**src/rtl/uart_tx_arbiter_if.sv**
```systemverilog
// Byte-request, UART-side and status signals of the UART TX arbiter.
// The master side drives requests and tx_ready. The slave side is the arbiter.
interface uart_tx_arbiter_if #(
    parameter int DEPTH = 8
);
    logic                     core_req;
    logic [7:0]               core_data;
    logic                     core_gnt;
    logic                     sid_req;
    logic [7:0]               sid_data;
    logic                     sid_last;
    logic                     sid_gnt;
    logic                     tx_valid;
    logic [7:0]               tx_data;
    logic                     tx_ready;
    logic [$clog2(DEPTH):0]   fifo_count;
    logic                     lock;
    logic                     abort;

    modport master (
        output core_req, core_data, sid_req, sid_data, sid_last, tx_ready,
        input  core_gnt, sid_gnt, tx_valid, tx_data, fifo_count, lock, abort
    );

    modport slave (
        input  core_req, core_data, sid_req, sid_data, sid_last, tx_ready,
        output core_gnt, sid_gnt, tx_valid, tx_data, fifo_count, lock, abort
    );
endinterface

```
**src/rtl/uart_tx_arbiter.sv**
```systemverilog
// Arbitrates core and sID byte writes into a circular TX FIFO that feeds the UART.
// An sID burst holds a lock that shuts out the core. An idle timeout drops the lock.
module uart_tx_arbiter #(
    parameter int DEPTH   = 8,
    parameter int TIMEOUT = 16
) (
    input  logic              clk,
    input  logic              rst,
    uart_tx_arbiter_if.slave  bus
);
    localparam int AW = $clog2(DEPTH);
    localparam int CW = AW + 1;
    localparam int IW = $clog2(TIMEOUT + 1);

    localparam logic [0:0] OPEN     = 1'b0;
    localparam logic [0:0] SID_LOCK = 1'b1;

    logic [0:0]    state;
    logic          prio_sid;
    logic [IW-1:0] idle_cnt;
    logic [7:0]    mem [DEPTH];
    logic [AW-1:0] wr_ptr;
    logic [AW-1:0] rd_ptr;
    logic [CW-1:0] count;

    logic          can_push;
    logic          core_gnt;
    logic          sid_gnt;
    logic          push;
    logic          pop;
    logic          timeout_hit;
    logic [7:0]    push_data;

    // NOTE: every always_comb output gets a default first so no path can infer a latch.
    always_comb begin
        core_gnt = 1'b0;
        sid_gnt  = 1'b0;
        can_push = !rst && (count < CW'(DEPTH));
        if (can_push) begin
            if (state == SID_LOCK) begin
                sid_gnt = bus.sid_req;
            end else if (bus.core_req && bus.sid_req) begin
                sid_gnt  = prio_sid;
                core_gnt = !prio_sid;
            end else begin
                core_gnt = bus.core_req;
                sid_gnt  = bus.sid_req;
            end
        end
        push        = core_gnt || sid_gnt;
        push_data   = sid_gnt ? bus.sid_data : bus.core_data;
        pop         = (count != '0) && bus.tx_ready;
        // Abort is high in the idle cycle whose closing edge brings the count to TIMEOUT.
        timeout_hit = !rst && (state == SID_LOCK) && !sid_gnt
                      && (idle_cnt == IW'(TIMEOUT - 1));
    end

    // NOTE: sequential state uses non-blocking assignments so every register samples pre-edge values.
    always_ff @(posedge clk) begin
        if (rst) begin
            state    <= OPEN;
            prio_sid <= 1'b0;
            idle_cnt <= '0;
            wr_ptr   <= '0;
            rd_ptr   <= '0;
            count    <= '0;
        end else begin
            if (state == OPEN) begin
                if (sid_gnt && !bus.sid_last) state <= SID_LOCK;
            end else if ((sid_gnt && bus.sid_last) || timeout_hit) begin
                state <= OPEN;
            end

            if (sid_gnt || (state == OPEN)) idle_cnt <= '0;
            else                            idle_cnt <= idle_cnt + IW'(1);

            if (core_gnt)     prio_sid <= 1'b1;
            else if (sid_gnt) prio_sid <= 1'b0;

            if (push) wr_ptr <= wr_ptr + AW'(1);
            if (pop)  rd_ptr <= rd_ptr + AW'(1);
            if (push && !pop)      count <= count + CW'(1);
            else if (pop && !push) count <= count - CW'(1);
        end
    end

    // NOTE: storage is cleared on reset so the head reads 8'h00 until the first push.
    always_ff @(posedge clk) begin
        if (rst) begin
            for (int i = 0; i < DEPTH; i++) mem[i] <= 8'h00;
        end else if (push) begin
            mem[wr_ptr] <= push_data;
        end
    end

    assign bus.core_gnt   = core_gnt;
    assign bus.sid_gnt    = sid_gnt;
    assign bus.tx_valid   = (count != '0);
    assign bus.tx_data    = mem[rd_ptr];
    assign bus.fifo_count = count;
    assign bus.lock       = (state == SID_LOCK);
    assign bus.abort      = timeout_hit;
endmodule

```
**src/flat_wrapper.sv**
```systemverilog
// flat-port wrapper written by rule: the top's interface ports become plain ports
module uart_tx_arbiter_flat 
#(
    parameter int DEPTH   = 8,
    parameter int TIMEOUT = 16
)
  (clk, rst, bus_core_req, bus_core_data, bus_sid_req, bus_sid_data, bus_sid_last, bus_tx_ready, bus_core_gnt, bus_sid_gnt, bus_tx_valid, bus_tx_data, bus_fifo_count, bus_lock, bus_abort);
  uart_tx_arbiter_if #(.DEPTH(DEPTH)) bus_i ();
  input  logic clk;
  input  logic rst;
  input wire logic [$bits(bus_i.core_req)-1:0] bus_core_req;
  input wire logic [$bits(bus_i.core_data)-1:0] bus_core_data;
  input wire logic [$bits(bus_i.sid_req)-1:0] bus_sid_req;
  input wire logic [$bits(bus_i.sid_data)-1:0] bus_sid_data;
  input wire logic [$bits(bus_i.sid_last)-1:0] bus_sid_last;
  input wire logic [$bits(bus_i.tx_ready)-1:0] bus_tx_ready;
  output wire logic [$bits(bus_i.core_gnt)-1:0] bus_core_gnt;
  output wire logic [$bits(bus_i.sid_gnt)-1:0] bus_sid_gnt;
  output wire logic [$bits(bus_i.tx_valid)-1:0] bus_tx_valid;
  output wire logic [$bits(bus_i.tx_data)-1:0] bus_tx_data;
  output wire logic [$bits(bus_i.fifo_count)-1:0] bus_fifo_count;
  output wire logic [$bits(bus_i.lock)-1:0] bus_lock;
  output wire logic [$bits(bus_i.abort)-1:0] bus_abort;
  assign bus_i.core_req = bus_core_req;
  assign bus_i.core_data = bus_core_data;
  assign bus_i.sid_req = bus_sid_req;
  assign bus_i.sid_data = bus_sid_data;
  assign bus_i.sid_last = bus_sid_last;
  assign bus_i.tx_ready = bus_tx_ready;
  assign bus_core_gnt = bus_i.core_gnt;
  assign bus_sid_gnt = bus_i.sid_gnt;
  assign bus_tx_valid = bus_i.tx_valid;
  assign bus_tx_data = bus_i.tx_data;
  assign bus_fifo_count = bus_i.fifo_count;
  assign bus_lock = bus_i.lock;
  assign bus_abort = bus_i.abort;
  uart_tx_arbiter #(.DEPTH(DEPTH), .TIMEOUT(TIMEOUT)) u_core (.clk(clk), .rst(rst), .bus(bus_i));
endmodule
```
**config.mk**
```make
export PLATFORM = sky130hd
export DESIGN_NAME = uart_tx_arbiter_flat
export DESIGN_NICKNAME = d
export VERILOG_FILES = /design/src/rtl/uart_tx_arbiter_if.sv /design/src/rtl/uart_tx_arbiter.sv /design/src/flat_wrapper.sv
export SDC_FILE = /design/constraint.sdc
export NUM_CORES = 1
export LEC_CHECK = 0
export BUFFER_PORTS_ARGS = -buffer_cell sky130_fd_sc_hd__buf_2
export CAP_MARGIN = 20
export CELL_PAD_IN_SITES_DETAIL_PLACEMENT = 0
export CELL_PAD_IN_SITES_GLOBAL_PLACEMENT = 2
export CORE_MARGIN = 10
export CORE_UTILIZATION = 37
export DETAILED_ROUTE_END_ITERATION = 6
export GPL_TIMING_DRIVEN = 0
export HOLD_SLACK_MARGIN = 0.12
export PLACE_DENSITY_LB_ADDON = 0.12
export SYNTH_ARGS = -nofsm -noshare
export SYNTH_HDL_FRONTEND = slang
export SYNTH_SLANG_ARGS = --single-unit
```
**constraint.sdc**
```tcl
create_clock -name clk -period 2.4 [get_ports clk]
set_clock_uncertainty 0.2 [all_clocks]
set_input_delay 0.48 -clock clk [delete_from_list [all_inputs] [get_ports clk]]
set_output_delay 0.48 -clock clk [all_outputs]
set_load 0.05 [all_outputs]
```
==> metrics.md, run 1 <==
| Metric | Value |
|---|---|
| #FFs+latches synth | `84` |
| TritonCTS clock tree | `done` |
| Max Cap Viol | `0` |
| YS warnings | `0` |
| Worst-Margin Slew | `just over 0.7 ns` |
| Most area-hungry cell type in the Yosys netlist | `edfxtp_1` |
| Synth Area in XOR/XNOR | `roughly 1.8%` |
| Primary FF master, synth | `edfxtp_1` |
| Seq pwr share | `between 30% and 40%` |
| IO buf count | `38` |
| Chip Height | `around 120 um` |
| Final-report hold violation count | `0` |
| Largest family of logic cells by synthesized area | `multiplexers` |
| Mapped cell area | `between 3000 and 4000 um^2` |
| H-tree lvl count | `3` |
| Post-synth EDFFs | `64` |
| Antenna violation net count after detailed routing | `0` |
| Routed WL | `~8300 um` |
| Max IR drop VDD | `around 0.71 mV` |
| DRC viols | `0` |
| Syn_area_per_cell | `approximately 14 um^2` |
| P_sw | `roughly 1.6 mW` |
| Leakage | `1.75 nW` |
| Crit end category | `output port` |
| Pint | `between 3 and 4 mW` |
| Final Util | `between 40% and 50%` |
| DRT Pass-1 Iters | `4` |
| First-pass GRT wire length | `13,500 um` |
| Ant. Diodes | `0` |
| Sw Ratio | `34.5%` |
| Async S/R FF share, synth | `0%` |
| Reg2reg start | `u_core.bus.fifo_count[2]` |
| Initial Utilization | `37.5%` |
| Compound-gate portion of the synthesized area | `roughly 2.6%` |
| Final period util | `108%` |
| Placed Cells | `roughly 460` |
| Critical Path RT | `1.72 ns` |
| Clock network fraction of design power | `about a fifth` |
| Failing checks | `negative setup slack` |
| Num rows | `37` |
| Fin area | `about 4700 um^2` |
| Register Area | `2330 um^2` |
| Hpwl dp | `around 5700 um` |
| Arrival time worst endpoint | `1.92 ns` |
| Critical path class | `reg -> out` |
| Total CTS buffers | `9` |
| Final Max Tran Viols | `0` |
| Hold Crit Class | `reg -> reg` |
| GP Congestion | `between 0.7 and 0.8` |
| Clk buf depth | `2` |
| Fmax | `between 0.3 and 0.4 GHz` |
| CTS sink count | `between 80 and 90` |
| DR vias/cell | `around 4.8` |
| Die ar. | `approximately 15,000 um^2` |
| Initial antenna violation count | `0` |
| Sum of negative setup slack | `-1.42 ns` |
| Synth Area in Simple Gates | `around 14%` |
| Fin worst setup slack | `-0.199 ns` |
| Clk_lat worst skew | `0.34 ns` |
| Gate Count Post-Synth | `about 280` |
| PwrDens | `approximately 1000 nW/um^2` |
| Routed WL per cell | `17.4 um` |
| Post-route insts no fill | `around 480` |
| Startpoint Class | `register` |
| Hold path start | `u_core.idle_cnt[0]` |
| Worst-path fanout max | `5` |
| Reg2Reg Setup Slack | `0.08 ns` |
| Gr usage total | `11.9%` |
| Sequential element share of the synthesized area | `60.6%` |
| Final worst path period need | `2.60 ns` |
| Dpl cell area | `between 4000 and 5000 um^2` |
| Mux cell area share after synthesis | `between 15 and 20%` |
| Gr ovfl total | `0` |
| Hold slack | `~0.25 ns` |
| Ranking of synthesized cells by area | `edfxtp_1 50%, dfxtp_1 10%, mux4_2 8.2%` |
| Vias in the first global route | `about 2.5k` |
| Status | `finished with violations` |
| CTS Root Cell | `clkbuf_8` |
| Via count | `2,295` |
| Slew HR | `a little over half` |
| Dpl ws | `-0.317 ns` |
| Mapped Nets | `311` |
| RSZ-0062 raised after global routing | `true` |
| Final setup violation count | `8` |
| Total core area | `~10,000 um^2` |
| Die width | `around 120 um` |
| Overall power | `about 4.7 mW` |
| IO Pins | `39` |
| Yosys cell types | `40` |
| Area Overhead vs Synth | `21.8%` |
| Multi-input gate area | `~1500 um^2` |
| Layout cells sized above 1 | `about 38%` |
| Largest net degree at the start of global routing | `16` |
| Clock Pin Slew Worst Setup and Hold Paths | `0.08 ns` |
| Comb pwr share | `about two fifths` |
| 1st-iter DRT viols | `about 160` |
| Post-Synth Adder-Cell Area | `2.81%` |
| Yosys top cell area share | `about 50%` |
| Fill cells | `a little over 900` |
| NumNets Final | `368` |
## cell type report
| type | instances | area share [%] |
|---|---|---|
| inverters | 7 | 0.616 |
| repair buffers | 48 | 7.80 |
| flip-flops and latches | 84 | 50.0 |
| clock buffers | 9 | 2.65 |
| multi-input cells | 178 | 32.2 |
| plain buffers | 10 | 1.50 |
| clock inverters | 7 | 1.58 |
| well taps | 136 | 3.65 |
## power by group through the flow
stage,logic [mW],clock network (mW),registers (mW)
after floorplan,1.16,0,1.89
after global placement,1.56,0,1.83
after detailed placement,1.57,0,1.83
after CTS,1.85,1.04,1.81
after global routing,2.01,1.11,1.83
final,1.88,1.01,1.80
## placed cells by master (no fill, tap or decap), types with 6 or more instances in the layout
| cell | instances |
|---|---|
| buf_6 | 6 |
| nor2_1 | 84 |
| inv_1 | 6 |
| edfxtp_1 | 64 |
| mux4_2 | 16 |
| mux2_4 | 7 |
| nand2b_1 | 8 |
| buf_2 | 29 |
| mux2i_2 | 8 |
| dfxtp_1 | 14 |
| buf_4 | 10 |
| clkbuf_8 | 9 |
## synthesized netlist by cell type, types with 3 or more instances
| master | n |
|---|---|
| nand2_2 | 3 |
| nor2_1 | 84 |
| xnor2_1 | 3 |
| mux4_2 | 14 |
| nand2b_1 | 10 |
| edfxtp_1 | 64 |
| xor2_1 | 5 |
| nand3_2 | 3 |
| mux2i_1 | 3 |
| mux2i_2 | 8 |
| mux2_2 | 8 |
| a21oi_1 | 4 |
| ha_1 | 7 |
| clkbuf_1 | 5 |
| dfxtp_1 | 20 |
| inv_1 | 7 |
| nand3_1 | 4 |
## worst paths after layout
path | end | cells past startpoint
worst max-delay path | bus_tx_data[2] | 5
worst min-delay path | u_core.idle_cnt[0] | 1
worst max register to register | u_core.bus.fifo_count[3] | 9
worst min register to register | u_core.idle_cnt[0] | 1
## cells by family after synthesis
kind of cell	Yosys count
AO/OA/AOI/OAI	12
XOR/XNOR	8
adder cells (fa/ha/maj)	8
buffers and inverters	19
flip-flops	84
multiplexers	35
AND/OR/NAND/NOR	115
## worst max-delay path: stages, from the launching register on
cell and delay, ns:
dfxtp_2 0.33, buf_6 0.13, buf_12 0.13, mux4_2 0.52
mux2_4 0.30, buf_6 0.16
## flip-flops by register name, summed over array words and instances, names as in the netlist, named ones only
| register | cells |
|---|---|
| u_core.bus.fifo_count | 4 |
| u_core.bus.lock | 1 |
| u_core.idle_cnt | 5 |
| u_core.mem | 64 |
| u_core.prio_sid | 1 |
| u_core.rd_ptr | 3 |
| u_core.wr_ptr | 3 |
## routing by layer
layer	track usage [%]	vias up	wire [um]
met2	19.5	50	4130
met1	14.9	1110	3650
met4	5.66	0	205
li1	-	1121	-
met5	0	-	0
met3	2.41	14	335
## timing repair
item                                    CTS  global route
pin swaps                                 2             6
buffers inserted                          4             4
hold buffers                              1             0
endpoints found under the setup margin   21            36
resized for setup                        30            10
endpoints found under the hold margin     1             0
gates cloned                              1             0
Note: power is estimated with default switching activity, not from simulation.
==> inputs of run 2 (changes only) <==
Settings changed: REMOVE_ABC_BUFFERS set to 1.
==> run 2 against run 1 <==
Effect of this change:
- maximum frequency increased by 1.2%
- highest routed layer unchanged
- final cell count decreased by 0.63%
- the flow still finishes with violations (negative setup slack)
- core utilization increased by 0.23 points
- sequential power increased by 2%
- register-to-register slack got worse by 0.06 ns
- wire length grew 1.1%
- worst hold slack improved by 0.00086 ns
- combinational power decreased by 3%
- first-iteration DRC count down 28%
==> metrics.md, run 2 (same netlist as run 1, synthesis figures left out) <==
| Metric | Value |
|---|---|
| CTS Root Cell | `clkbuf_8` |
| Fin worst setup slack | `-0.169 ns` |
| Most common cell after layout, fill and taps aside | `nor2_1` |
| Largest net degree at the start of global routing | `24` |
| DRT Pass-1 Iters | `4` |
| Hold Crit Class | `reg -> reg` |
| WHS Path Cells | `1` |
| Final setup violation count | `8` |
| Routed WL | `roughly 8400 um` |
| Die width | `between 100 and 150 um` |
| Dpl cell area | `~4100 um^2` |
| Startpoint Class | `register` |
| Overall power | `between 4 and 5 mW` |
| Worst-path fanout max | `8` |
| Initial antenna violation count | `0` |
| Critical path class | `reg -> out` |
| R2R cell count | `9` |
| Routed WL per cell | `approximately 18 um` |
| Final Max Tran Viols | `0` |
| Hold slack | `~0.25 ns` |
| Max Cap Viol | `0` |
| Status | `finished with violations` |
| Final-report hold violation count | `0` |
| Arrival time worst endpoint | `1.89 ns` |
| Reg2reg start | `u_core.bus.fifo_count[0]` |
| Top delay family on crit path | `multiplexers` |
| Slew HR | `between 60% and 70%` |
| Fin area | `approximately 4700 um^2` |
| Clock Pin Slew Worst Setup and Hold Paths | `0.09 ns` |
| Antenna violation net count after detailed routing | `0` |
| Reg2Reg Setup Slack | `0.02 ns` |
| Fmax | `between 0.3 and 0.4 GHz` |
| IO buf count | `38` |
| Max reg flops | `64` |
| Clk_lat worst skew | `~0.35 ns` |
| WP buf/inv | `3` |
| Max IR drop VDD | `0.614 mV` |
| Gr ovfl total | `0` |
| DR vias/cell | `approximately 4.8` |
| Critical Path RT | `1.72 ns` |
| Area Overhead vs Synth | `22.4%` |
| CTS sink count | `84` |
| GP Congestion | `a little over 0.7` |
| R2R Path End | `u_core.bus.fifo_count[3]` |
| Num rows | `37` |
| Hpwl dp | `roughly 5700 um` |
| NumNets Final | `between 300 and 400` |
| Worst-Margin Slew | `~0.54 ns` |
| Crit-path cells | `buf_12 > buf_6 > mux4_2 > mux2_4 > buf_8` |
| Initial Utilization | `a little under two fifths` |
| Dpl ws | `-0.677 ns` |
| Ant. Diodes | `0` |
| IO Pins | `39` |
| Gr usage total | `12.2%` |
| H-tree lvl count | `3` |
| Hold path start | `u_core.idle_cnt[0]` |
| Max incr delay on CP | `around 0.48 ns` |
| Layout cells sized above 1 | `around two fifths` |
| 1st-iter DRT viols | `approximately 110` |
| Commonest non-fill, non-tap cells in the layout | `84 x nor2_1, 64 x edfxtp_1, 28 x buf_2, 16 x mux4_2, 16 x dfxtp_1` |
| First-pass GRT wire length | `between 10,000 and 15,000 um` |
| Via count | `2,306` |
| Die ar. | `roughly 15,000 um^2` |
| Sum of negative setup slack | `-0.991 ns` |
| Leakage | `between 1.5 and 2 nW` |
| Final period util | `107%` |
| Failing checks | `negative setup slack` |
| DRC viols | `0` |
| Chip Height | `about 120 um` |
| PwrDens | `1020 nW/um^2` |
| Final worst path period need | `about 2.6 ns` |
| Total core area | `between 10,000 and 15,000 um^2` |
| Total CTS buffers | `9` |
| Biggest register | `u_core.mem` |
| Vias in the first global route | `about 2.5k` |
| Clk buf depth | `2` |
| RSZ-0062 raised after global routing | `true` |
| Highest-delay cell along the critical path | `mux4_2` |
| TritonCTS clock tree | `done` |
| Crit end category | `output port` |
| Hold endpoint | `u_core.idle_cnt[0]` |
-- run 2: changes by cell type in the layout (fill, tap and decap cells not counted), moves of 3 or more --
cell,previous run,this run
buf_4,10,15
clkbuf_1,4,1
mux2_2,1,4
dfxtp_2,4,0
mux2_4,7,4
nand2b_1,8,2
nand2b_2,2,6
-- run 2: report_power, final --
group          internal [mW]  total, mW  switching (mW)
sequential              1.72       1.84           0.121
combinational          0.844       1.82           0.978
clock                  0.587       1.10           0.513
-- run 2: cell type report --
type | count | area [um^2]
Fill cell | 945 | 5540
Sequential cell | 84 | 2340
Multi-Input combinational cell | 178 | 1530
Timing Repair Buffer | 55 | 412
Tap cell | 136 | 170
Clock buffer | 10 | 128
Clock inverter | 6 | 88.8
Inverter | 7 | 31.3
-- run 2: routing by layer --
metal	routed length (um)	GRT usage, %	up-vias
li1	-	-	1112
met1	3720	15.4	1128
met2	4230	19.9	57
met3	366	2.50	9
met4	106	4.84	0
met5	0	0	-
-- run 2: worst max path at each step --
stage                                  start                        to  slack (ns)  cells past startpoint
floorplan           u_core.bus.fifo_count[3]              bus_core_gnt       -0.45                      2
global placement                bus_core_req          u_core.mem[2][4]       -0.85                      5
detailed placement                       rst  u_core.bus.fifo_count[3]       -0.68                     10
CTS                                 register            bus_tx_data[1]       -0.21                      5
global route                        register            bus_tx_data[1]       -0.24                      5
finish                              register            bus_tx_data[1]       -0.17                      5
-- run 2: through the flow --
stage	utilization, %	instances
after detailed placement	40.6	445
after CTS	44.7	471
after global routing	45.9	476
final	45.9	476
after global placement	40.3	443
after floorplan	-	269
-- run 2: timing repair --
item | in CTS | in global routing
hold buffers | 1 | 0
buffers inserted | 9 | 5
endpoints found under the hold margin | 1 | 0
pin swaps | 3 | 6
cloned | 0 | 0
endpoints found under the setup margin | 100 | 60
resized for setup | 40 | 22
-- run 2: worst reg2reg max path, delay by kind of cell, from the launching register on --
kind,cells,cell delay [ns]
compound gates,3,0.44
fa+ha+maj,2,0.41
buf+inv,1,0.05
flops,1,0.36
mux,1,0.20
simple gates,2,0.67
==> inputs of run 3 (changes only) <==
Settings changed: BUFFER_PORTS_ARGS -buffer_cell sky130_fd_sc_hd__buf_2 to not set, CORE_UTILIZATION 37 to 40, DONT_BUFFER_PORTS set to 1.
==> run 3 against run 2 <==
Effect of this change:
- the flow still finishes with violations (negative setup slack)
- sequential cell count unchanged
- global-route usage shrank 0.081 points
- core utilization rose by 2.6 points
- register-to-register slack lost 0.19 ns
- setup slack better by 0.0030 ns
- critical endpoint is now u_core.bus.fifo_count[3]
- largest power group unchanged
==> metrics.md, run 3 (same netlist as run 1, synthesis figures left out) <==
| Metric | Value |
|---|---|
| Status | `finished with violations` |
| Failing checks | `negative setup slack` |
| Final period util | `107%` |
| RSZ-0062 raised after global routing | `true` |
| Dpl ws | `-0.669 ns` |
| Biggest register | `u_core.mem` |
| Fill cells | `about 870` |
| CTS sink count | `84` |
| DR vias/cell | `roughly 5.1` |
| Num rows | `35` |
| Crit end category | `register` |
| Most common cell after layout, fill and taps aside | `nor2_1` |
| Routed WL | `~8300 um` |
| Highest-delay cell along the critical path | `or4_4` |
| WHS Path Cells | `3` |
| Most frequent CP cell | `ha_4` |
| Comb pwr share | `32.7%` |
| Max Cap Viol | `0` |
| Seq pwr share | `between 40% and 50%` |
| Total core area | `9280 um^2` |
| Max reg flops | `64` |
| DRT Pass-1 Iters | `4` |
| Hold Crit Class | `in -> reg` |
| Startpoint Class | `register` |
| R2R cell count | `9` |
| IO Pins | `39` |
| Crit-path cells | `or4_4 > nand2_4 > ha_4 > inv_4 > ha_4 > a21oi_4 > a211oi_2 > a31oi_1 > mux2i_1` |
| Pint | `slightly below 3 mW` |
| PwrDens | `slightly above 1000 nW/um^2` |
| Post-route insts no fill | `430` |
| DRC viols | `0` |
| Area Overhead vs Synth | `17.3%` |
| Max incr delay on CP | `0.69 ns` |
| Slew HR | `~57%` |
| Worst-Margin Slew | `around 0.64 ns` |
| Clk buf depth | `2` |
| P_sw | `1.55 mW` |
| Initial antenna violation count | `0` |
| Ant. Diodes | `0` |
| Reg2reg start | `u_core.bus.fifo_count[3]` |
| Total CTS buffers | `9` |
| Layout cells sized above 1 | `between 30% and 40%` |
| Clock network fraction of design power | `~24%` |
| Largest net degree at the start of global routing | `17` |
| Fin worst setup slack | `-0.166 ns` |
| Initial Utilization | `41.3%` |
| Arrival time worst endpoint | `2.64 ns` |
| Critical path class | `reg -> reg` |
| Reg2Reg Setup Slack | `-0.17 ns` |
| First-pass GRT wire length | `12,900 um` |
| Placed Cells | `400` |
| Commonest non-fill, non-tap cells in the layout | `83 x nor2_1, 64 x edfxtp_1, 15 x mux4_2, 13 x dfxtp_1, 10 x buf_4` |
| Dpl cell area | `around 4000 um^2` |
| Vias in the first global route | `approximately 2.3k` |
| Clk_lat worst skew | `0.35 ns` |
| Fmax | `0.390 GHz` |
| H-tree lvl count | `3` |
| Final Max Tran Viols | `0` |
| Antenna violation net count after detailed routing | `0` |
| Hold path start | `bus_tx_ready` |
| Hpwl dp | `between 5000 and 6000 um` |
| Die ar. | `about 14,000 um^2` |
| 1st-iter DRT viols | `between 100 and 150` |
| CTS Root Cell | `clkbuf_8` |
| GP Congestion | `0.685` |
| Worst-path fanout max | `6` |
| Gr usage total | `approximately 12%` |
| Gr ovfl total | `0` |
| Leakage | `about 1.6 nW` |
| Max IR drop VDD | `0.676 mV` |
| TritonCTS clock tree | `done` |
| Final setup violation count | `10` |
| Final worst path period need | `approximately 2.6 ns` |
| Chip Height | `roughly 120 um` |
| R2R Path End | `u_core.bus.fifo_count[3]` |
| Via count | `between 2k and 2.5k` |
| Fin area | `around 4500 um^2` |
| Final-report hold violation count | `0` |
| Critical Path RT | `between 2 and 2.5 ns` |
| NumNets Final | `326` |
| Clock Pin Slew Worst Setup and Hold Paths | `roughly 0.08 ns` |
| Sw Ratio | `about 34%` |
| Routed WL per cell | `roughly 19 um` |
| Die width | `118 um` |
| IO buf count | `0` |
==> run 3: cell types whose count changed in the layout (fill, tap and decap cells not counted), sizes merged <==
cell,change
buf,-41
dlygate4sd3,+2
clkbuf,-1
clkinv,+1
==> run 3: worst max-delay path: cells and delay by family (launching register included) <==
family | cells | cell delay [ns]
AND/OR/NAND/NOR | 2 | 0.83
flip-flops | 1 | 0.42
AO/OA/AOI/OAI | 3 | 0.41
adder cells (fa/ha/maj) | 2 | 0.39
multiplexers | 1 | 0.19
buffers and inverters | 1 | 0.05
==> run 3: stage by stage <==
stage	power (mW)	hold slack (ns)	setup TNS, ns	util [%]
final	4.53	0.152	-0.848	48.4
after global routing	4.75	0.151	-1.48	48.4
after CTS	4.51	0.153	-1.13	47.3
after detailed placement	3.21	0.237	-36.29	42.6
after global placement	3.16	0.233	-69.79	42.3
after floorplan	2.93	0.218	-16.20	-
==> run 3: how the worst max path moves through the flow <==
stage	from	to	slack, ns	depth (start not counted)
after floorplan	u_core.bus.fifo_count[3]	bus_core_gnt	-0.45	2
after global placement	u_core.bus.lock	bus_sid_gnt	-0.97	3
after detailed placement	u_core.bus.fifo_count[0]	u_core.bus.fifo_count[3]	-0.67	9
after CTS	u_core.bus.fifo_count[0]	u_core.bus.fifo_count[3]	-0.18	9
after global routing	u_core.bus.fifo_count[3]	u_core.bus.fifo_count[3]	-0.22	9
final	u_core.bus.fifo_count[3]	u_core.bus.fifo_count[3]	-0.17	9
==> run 3: final cells by class <==
class / instances / area, um^2 / share of cell area [%]
flip-flops and latches: 84 / 2350 / 52.2
multi-input cells: 178 / 1590 / 35.3
well taps: 129 / 161 / 3.59
repair buffers: 16 / 156 / 3.48
clock buffers: 9 / 124 / 2.75
clock inverters: 7 / 91.3 / 2.03
inverters: 7 / 28.8 / 0.640
==> run 3: per-layer routing <==
metal / wire length, um / vias to the layer above / GRT usage, %
met5: 0 / - / 0
met4: 121 / 0 / 4.64
met3: 545 / 9 / 4.03
met2: 4060 / 47 / 19.7
met1: 3540 / 1078 / 14.4
li1: - / 1038 / -
==> run 3: power by group through the flow <==
stage	logic, mW	clock network, mW	registers (mW)
after floorplan	0.970	0	1.96
after global placement	1.13	0	2.03
after detailed placement	1.22	0	1.99
after CTS	1.44	1.12	1.96
after global routing	1.58	1.19	1.98
final	1.48	1.09	1.95
==> run 3: timing repair <==
item	CTS	global route
hold endpoints to repair	15	0
gates resized for setup	36	16
endpoints found under the setup margin	142	88
pin swaps	9	7
buffers inserted	8	3
hold buffers	3	0
